`src/rtl/fpadd_pkg.sv`:
```
// Shared types and constants for the fpadd arbiter slice.
package fpadd_pkg;

    typedef enum logic [1:0] {IDLE, EXEC, RESP} state_t;

    localparam logic [2:0] RM_RNE = 3'b000;
    localparam logic [2:0] RM_RTZ = 3'b001;
    localparam logic [2:0] RM_RDN = 3'b010;
    localparam logic [2:0] RM_RUP = 3'b011;
    localparam logic [2:0] RM_RMM = 3'b100;

    localparam logic [2:0] OP_ADD = 3'b000;
    localparam logic [2:0] OP_SUB = 3'b001;

    localparam int FLG_NV = 4;
    localparam int FLG_DZ = 3;
    localparam int FLG_OF = 2;
    localparam int FLG_UF = 1;
    localparam int FLG_NX = 0;

    typedef struct packed {
        logic [63:0] op1;
        logic [63:0] op2;
        logic [2:0]  rm;
        logic [2:0]  op_type;
        logic        p;
    } fpadd_req_t;

endpackage

```
`src/rtl/fpadd_arb_fpadd.sv`:
```
// Combinational IEEE-754 add/sub, single (left-aligned) or double.
module fpadd
    import fpadd_pkg::*;
(
    input  logic [63:0] op1_i,
    input  logic [63:0] op2_i,
    input  logic [2:0]  rm_i,
    input  logic [2:0]  op_type_i,
    input  logic        p_i,
    input  logic        oven_i,
    input  logic        unen_i,
    output logic [63:0] result_o,
    output logic [4:0]  flags_o,
    output logic        denorm_o
);

    logic [51:0]        fa, fb, fo;
    logic [10:0]        xa, xb, ea, eb, emax, el, es, d, lim, eo;
    logic [52:0]        ma, mb, ml, ms;
    logic               sa, sb, sl, sub, swap, effsub;
    logic               nan_a, nan_b, inf_a, inf_b, snan;
    logic [5:0]         dc, lz, sh;
    logic [111:0]       wide;
    logic [55:0]        al, n, lmask, half, one, mf;
    logic [56:0]        sum, r;
    logic               stk, rb, st, lsb, inc, nx, ovf, tiny, zs;
    logic signed [12:0] en, ef, adj;

    always_comb begin
        sub  = (op_type_i == OP_SUB);
        emax = p_i ? 11'd255 : 11'd2047;
        adj  = p_i ? 13'sd192 : 13'sd1536;
        fa   = p_i ? {op1_i[54:32], 29'b0} : op1_i[51:0];
        fb   = p_i ? {op2_i[54:32], 29'b0} : op2_i[51:0];
        xa   = p_i ? {3'b0, op1_i[62:55]} : op1_i[62:52];
        xb   = p_i ? {3'b0, op2_i[62:55]} : op2_i[62:52];
        sa   = op1_i[63];
        sb   = op2_i[63] ^ sub;

        nan_a = (xa == emax) && (fa != '0);
        nan_b = (xb == emax) && (fb != '0);
        inf_a = (xa == emax) && (fa == '0);
        inf_b = (xb == emax) && (fb == '0);
        snan  = (nan_a && !fa[51]) || (nan_b && !fb[51]);

        ma = {xa != '0, fa};
        mb = {xb != '0, fb};
        ea = (xa == '0) ? 11'd1 : xa;
        eb = (xb == '0) ? 11'd1 : xb;

        swap   = {eb, mb} > {ea, ma};
        el     = swap ? eb : ea;
        es     = swap ? ea : eb;
        ml     = swap ? mb : ma;
        ms     = swap ? ma : mb;
        sl     = swap ? sb : sa;
        effsub = sa ^ sb;

        // Align the smaller operand; shifted-out bits fold into a sticky LSB.
        d    = el - es;
        dc   = (d > 11'd56) ? 6'd56 : d[5:0];
        wide = {ms, 3'b000, 56'b0} >> dc;
        stk  = |wide[55:0];
        al   = {wide[111:57], wide[56] | stk};
        sum  = effsub ? ({1'b0, ml, 3'b000} - {1'b0, al})
                      : ({1'b0, ml, 3'b000} + {1'b0, al});

        lz = 6'd56;
        for (int i = 0; i < 56; i++) begin
            if (sum[i]) lz = 6'(55 - i);
        end

        lim = el - 11'd1;
        sh  = (unen_i || ({5'b0, lz} <= lim)) ? lz : lim[5:0];
        if (sum[56]) begin
            n  = {sum[56:2], sum[1] | sum[0]};
            en = $signed({2'b00, el}) + 13'sd1;
        end else begin
            n  = sum[55:0] << sh;
            en = $signed({2'b00, el}) - $signed({7'b0, sh});
        end

        lmask = p_i ? 56'h00_0000_FFFF_FFFF : 56'h7;
        half  = p_i ? 56'h00_0000_8000_0000 : 56'h4;
        one   = p_i ? 56'h00_0001_0000_0000 : 56'h8;
        rb    = |(n & half);
        st    = |(n & lmask & ~half);
        lsb   = |(n & one);
        nx    = rb | st;

        case (rm_i)
            RM_RNE:  inc = rb & (st | lsb);
            RM_RTZ:  inc = 1'b0;
            RM_RDN:  inc = sl & nx;
            RM_RUP:  inc = ~sl & nx;
            RM_RMM:  inc = rb;
            default: inc = 1'b0;
        endcase

        r    = {1'b0, n & ~lmask} + (inc ? {1'b0, one} : 57'd0);
        mf   = r[56] ? r[56:1] : r[55:0];
        ef   = r[56] ? en + 13'sd1 : en;
        ovf  = ef >= $signed({2'b00, emax});
        tiny = unen_i ? (ef < 13'sd1) : ~mf[55];
        zs   = effsub ? (rm_i == RM_RDN) : sa;

        flags_o  = '0;
        denorm_o = 1'b0;
        fo       = mf[54:3];
        eo       = mf[55] ? 11'(ef) : 11'd0;

        if (ovf) begin
            flags_o[FLG_OF] = 1'b1;
            flags_o[FLG_NX] = 1'b1;
            if (oven_i) begin
                eo = 11'(ef - adj);
            end else if ((rm_i == RM_RTZ) || (rm_i == RM_RDN && !sl)
                         || (rm_i == RM_RUP && sl)) begin
                eo = emax - 11'd1;
                fo = '1;
            end else begin
                eo = emax;
                fo = '0;
            end
        end else begin
            flags_o[FLG_NX] = nx;
            if (tiny && unen_i) begin
                flags_o[FLG_UF] = 1'b1;
                eo = 11'(ef + adj);
            end else begin
                flags_o[FLG_UF] = tiny & nx;
                denorm_o = ~mf[55];
            end
        end

        result_o = p_i ? {sl, eo[7:0], fo[51:29], 32'b0} : {sl, eo, fo};

        if (nan_a || nan_b || (inf_a && inf_b && effsub)) begin
            flags_o  = '0;
            flags_o[FLG_NV] = snan | (inf_a & inf_b & effsub);
            denorm_o = 1'b0;
            result_o = p_i ? {1'b0, 8'hff, 1'b1, 54'b0}
                           : {1'b0, 11'h7ff, 1'b1, 51'b0};
        end else if (inf_a || inf_b) begin
            flags_o  = '0;
            denorm_o = 1'b0;
            result_o = p_i ? {inf_a ? sa : sb, 8'hff, 55'b0}
                           : {inf_a ? sa : sb, 11'h7ff, 52'b0};
        end else if (sum == '0) begin
            flags_o  = '0;
            denorm_o = 1'b0;
            result_o = {zs, 63'b0};
        end
    end

endmodule

```
`src/rtl/fpadd_arb.sv`:
```
// Round-robin two-requester front end sharing one combinational fpadd.
module fpadd_arb
    import fpadd_pkg::*;
#(
    parameter int NREQ = 2,
    parameter int CNTW = 16
) (
    input  logic                 clk,
    input  logic                 reset,
    input  logic [1:0]           req_valid,
    output logic [1:0]           req_ready,
    input  logic [1:0][63:0]     req_op1,
    input  logic [1:0][63:0]     req_op2,
    input  logic [1:0][2:0]      req_rm,
    input  logic [1:0][2:0]      req_op_type,
    input  logic [1:0]           req_p,
    input  logic                 oven,
    input  logic                 unen,
    output logic                 rsp_valid,
    input  logic                 rsp_ready,
    output logic                 rsp_id,
    output logic [63:0]          rsp_result,
    output logic [4:0]           rsp_flags,
    output logic                 rsp_denorm,
    output logic                 busy,
    output logic [CNTW-1:0]      op_count
);

    state_t          state_q;
    logic            last_grant_q;
    fpadd_req_t      opreg_q;
    fpadd_req_t      sel_d;
    logic            oven_q, unen_q, id_q;
    logic            rsp_id_q, rsp_denorm_q;
    logic [63:0]     rsp_result_q;
    logic [4:0]      rsp_flags_q;
    logic [CNTW-1:0] op_count_q;

    logic            gnt_id, take;
    logic [1:0]      gnt_vec;
    logic [63:0]     fa_res;
    logic [4:0]      fa_flg;
    logic            fa_dn;

    // On a tie the requester that did not win last time is favoured.
    always_comb begin
        gnt_id = req_valid[1];
        if (req_valid == 2'b11) gnt_id = ~last_grant_q;
        gnt_vec = 2'b00;
        gnt_vec[gnt_id] = 1'b1;
        req_ready = (state_q == IDLE && !reset) ? (req_valid & gnt_vec) : 2'b00;
        take = |req_ready;
        sel_d.op1     = req_op1[gnt_id];
        sel_d.op2     = req_op2[gnt_id];
        sel_d.rm      = req_rm[gnt_id];
        sel_d.op_type = req_op_type[gnt_id];
        sel_d.p       = req_p[gnt_id];
    end

    always_ff @(posedge clk or posedge reset) begin
        if (reset) begin
            state_q      <= IDLE;
            last_grant_q <= 1'b1;
            opreg_q      <= '0;
            oven_q       <= 1'b0;
            unen_q       <= 1'b0;
            id_q         <= 1'b0;
            rsp_id_q     <= 1'b0;
            rsp_result_q <= '0;
            rsp_flags_q  <= '0;
            rsp_denorm_q <= 1'b0;
            op_count_q   <= '0;
        end else begin
            unique case (state_q)
                IDLE: if (take) begin
                    opreg_q      <= sel_d;
                    oven_q       <= oven;
                    unen_q       <= unen;
                    id_q         <= gnt_id;
                    last_grant_q <= gnt_id;
                    state_q      <= EXEC;
                end
                EXEC: begin
                    rsp_id_q     <= id_q;
                    rsp_result_q <= fa_res;
                    rsp_flags_q  <= fa_flg;
                    rsp_denorm_q <= fa_dn;
                    state_q      <= RESP;
                end
                RESP: if (rsp_ready) begin
                    op_count_q <= op_count_q + CNTW'(1);
                    state_q    <= IDLE;
                end
                default: state_q <= IDLE;
            endcase
        end
    end

    fpadd u_fpadd (
        .op1_i     (opreg_q.op1),
        .op2_i     (opreg_q.op2),
        .rm_i      (opreg_q.rm),
        .op_type_i (opreg_q.op_type),
        .p_i       (opreg_q.p),
        .oven_i    (oven_q),
        .unen_i    (unen_q),
        .result_o  (fa_res),
        .flags_o   (fa_flg),
        .denorm_o  (fa_dn)
    );

    assign rsp_valid  = (state_q == RESP);
    assign busy       = (state_q != IDLE);
    assign rsp_id     = rsp_id_q;
    assign rsp_result = rsp_result_q;
    assign rsp_flags  = rsp_flags_q;
    assign rsp_denorm = rsp_denorm_q;
    assign op_count   = op_count_q;

    a_grant_onehot: assert property (@(posedge clk) disable iff (reset)
        ($countones(req_ready) <= 1) && (NREQ == 2));

endmodule

```
`config.mk`:
```
export PLATFORM = sky130hd
export DESIGN_NAME = fpadd_arb
export DESIGN_NICKNAME = d
export VERILOG_FILES = /design/src/rtl/fpadd_pkg.sv /design/src/rtl/fpadd_arb_fpadd.sv /design/src/rtl/fpadd_arb.sv
export SDC_FILE = /design/constraint.sdc
export NUM_CORES = 2
export LEC_CHECK = 0
export BUFFER_PORTS_ARGS = -buffer_cell sky130_fd_sc_hd__clkbuf_2
export CORE_UTILIZATION = 26
export DETAILED_ROUTE_END_ITERATION = 6
export PLACE_DENSITY = 0.44
export SYNTH_ARGS = -nofsm -noshare
export SYNTH_HDL_FRONTEND = slang
export SYNTH_SLANG_ARGS = --single-unit
```
`constraint.sdc`:
```
create_clock -name clk -period 30.3 [get_ports clk]
set_clock_uncertainty 0.15 [all_clocks]
set_input_delay 1.515 -clock clk [delete_from_list [all_inputs] [get_ports clk]]
set_output_delay 1.515 -clock clk [all_outputs]
set_load 0.1 [all_outputs]
```
==> results.cfg <==
[logic_synthesis]
synth-compound-area-share_pct = 34.52
synth_top_family_by_area = compound AO/OA/AOI/OAI gates
synth_top_cell_by_area = dfrtp_1
postSynthAreaPerCell_um2 = 6.928
synth-edff-count = 0
synthArstFlopShare_pct = 100.0
synthCells = 5641
synthAdderAreaFrac_pct = 6.679
synth_ff_type = dfrtp_1
synthMuxAreaShare_pct = 8.344
syn-num-nets = 6121
synth_xor_area_share_pct = 3.224
yosysWarnings = 0
yosysSeqAreaShare_pct = 14.54
synth_area_leaders = dfrtp_1 14%, mux2i_1 7.2%, a21oi_1 6.6%, ha_1 6.4%, nor2_1 5.8%
synth-seq-cells = 227
synth.distinct_cells = 131
synth_simple_gate_area_share_pct = 26.83
synth.top_cell.area_share_pct = 14.47
synth_area_um2 = 39080

[placement]
placed_area_um2 = 43290
io_buffer_count = 366
place.gp.congestion = 1.024
hpwlAfterDp_um = 178600

[min_path]
hp-class = flip-flop to flip-flop

[die]
ioPinCount = 368
die_area_um2 = 151900
start_util_pct = 26.34
core_um2 = 148400
die_h_um = 389.7
die_width_um = 389.7
std_cell_rows = 141

[setup_path]
path_buf_inv = 12
path_class = flip-flop to flip-flop
critPathArrivalTime_ps = 29290
startpoint_type = flip-flop
end_kind = flip-flop
crit_slowest_cell = or4_1
critPathTopFamily = simple AND/OR/NAND/NOR gates
required_ps = 30620
path_max_fanout = 39
max_stage_delay_ps = 780

[cts]
clk_latency_ps = 610
clk_pin_slew_worst_paths_ps = 60
clock_path_buffers = 3
cts-hold-fix-buffers = 0
cts-root-buf = clkbuf_16
tritoncts = built
clock-sinks = 227
htree_num_levels = 1
numCtsBuffers = 28

[detailed_routing]
viasPerCell = 5.981
dr.first_iter.drc_count = 5433
firstDrtPassIters = 7
routedWlPerCell_um = 27.91
wirelength_um = 219400
drtAntennaViolNets = 0
drc_errors = 12
dr_total_vias = 47020

[grt]
track_usage_pct = 27.68
grt_pass1_wl_um = 316300
antenna_found_initial = 4
grt_max_degree = 110
grt_pass1_vias = 44520
grt-ovfl-total = 0

[sta]
max-slew-margin-rel_pct = 0.4363
tightest_slew_ps = 1478
period_share_pct = 95.63
period_needed_ps = 28980
slew_viol_final = 0
fmax_mhz = 34.51
finalHoldViolations = 0
setup_violations = 0

[finish]
drive_above_1_share_pct = 13.69
seq_area_um2 = 5685
fill_cells = 16520
syn2layout_area_growth_pct = 13.38
multi_input_area_um2 = 31420
nNetsFinal = 6317
final_cell_area_um2 = 44310

[flow_run]
maxCapViolations = 3

[outcome]
outcome = complete, but fails checks
violations = DRC, capacitance limit
-- layer usage --
metal / up-vias / part of all wire [%] / track usage, %
li1: 21580 / - / -
met5: - / 0.0032 / 0
met4: 2 / 5.9 / 13.99
met3: 515 / 6.6 / 3.395
met2: 2284 / 46 / 45.66
met1: 22640 / 42 / 35.35
-- cells in the final DEF, fill, tap and decap left out, types with 51 or more instances in the layout --
cell type / n
inv_1: 168
a21o_1: 69
ha_1: 197
o22ai_1: 80
nand4_1: 82
a211oi_1: 87
nand3_1: 215
dfrtp_1: 225
a22oi_1: 51
o211ai_1: 106
and2_1: 67
nor2_1: 606
o21ai_1: 83
nor2b_1: 65
nor4_1: 75
a31oi_1: 71
mux2i_1: 283
nor3_1: 155
nand2_1: 595
xnor2_1: 89
clkbuf_2: 366
o21a_1: 57
o21ai_0: 359
a22o_1: 55
a21oi_1: 513
buf_4: 166
-- cell usage after synthesis, drive strengths merged (38+ instances only) --
cell    count
o31ai      42
a31oi      75
or2        46
a21o       70
buf       137
a211oi     93
o21a       58
nor3      168
nor2b      65
a21oi     525
nand2b     51
nor2      612
nand2     598
nor4       94
clkbuf    233
xnor2      97
mux2i     284
or3        38
a22o       56
xor2       46
and3       48
o22ai      81
nand3     217
nand4      83
and2       73
a22oi      52
ha        199
o211ai    108
o21ai     443
inv       176
dfrtp     226
-- worst paths after layout --
kind                                     startpoint                         end  slack [ps]  cells after the start
min reg2reg                op_count[15]$_DFFE_PP0P_    op_count[15]$_DFFE_PP0P_         320                      1
max                          opreg_q[0]$_DFFE_PP0P_  rsp_result[12]$_DFFE_PP0N_        1320                    101
min                        op_count[15]$_DFFE_PP0P_    op_count[15]$_DFFE_PP0P_         320                      1
max in group asynchronous                     reset  rsp_result[12]$_DFFE_PP0N_       27670                      3
min in group asynchronous                     reset     op_count[7]$_DFFE_PP0P_         870                      2
max reg2reg                  opreg_q[0]$_DFFE_PP0P_  rsp_result[12]$_DFFE_PP0N_        1320                    101
-- per-stage QoR --
step / hold slack, ps / std cells / utilization [%] / TNS (ps) / setup WS (ps)
after detailed placement: 316.0 / 7807 / 29.17 / 0 / 750.1
after global routing: 365.8 / 7860 / 29.86 / -2.061 / -2.061
final: 319.4 / 7861 / 29.86 / 0 / 1324
after CTS: 328.1 / 7858 / 29.77 / 0 / 614.6
after global placement: 311.3 / 7806 / 29.17 / 0 / 930.0
after floorplan: 289.5 / 5641 / - / 0 / 5006
-- kinds of logic (layout without fill, tap and decap cells) --
logic type               count (synthesis)  after routing
multiplexers                           318            318
buffers and inverters                  547            764
AO/OA/AOI/OAI                         2024           2024
flip-flops                             227            227
adder cells (fa/ha/maj)                207            207
AND/OR/NAND/NOR                       2174           2174
other                                    1              2
XOR/XNOR                               143            143
-- timing repair --
item	CTS	global route
gates resized for setup	0	21
buffers inserted	0	2
endpoints found under the setup margin	0	67
-- flip-flops by register name, summed over array words and instances, names as in the netlist --
| name | count |
|---|---|
| last_grant_q | 1 |
| rsp_denorm | 1 |
| oven_q | 1 |
| unen_q | 1 |
| rsp_id | 1 |
| rsp_flags | 4 |
| op_count | 16 |
| rsp_result | 64 |
| state_q | 2 |
| opreg_q | 135 |
| id_q | 1 |
-- final cells by class --
cell class	instances	area share, %
timing repair buffer	536	7.062
antenna	1	0.005648
inverter	177	1.528
clock inverter	9	0.1694
tap	2002	5.653
multi-input combinational	4867	70.91
sequential	227	12.83
clock buffer	42	1.835
Power is left out: the tool's default activity adds up to more than one toggle a clock period on the data nets, which glitch-free logic cannot reach.
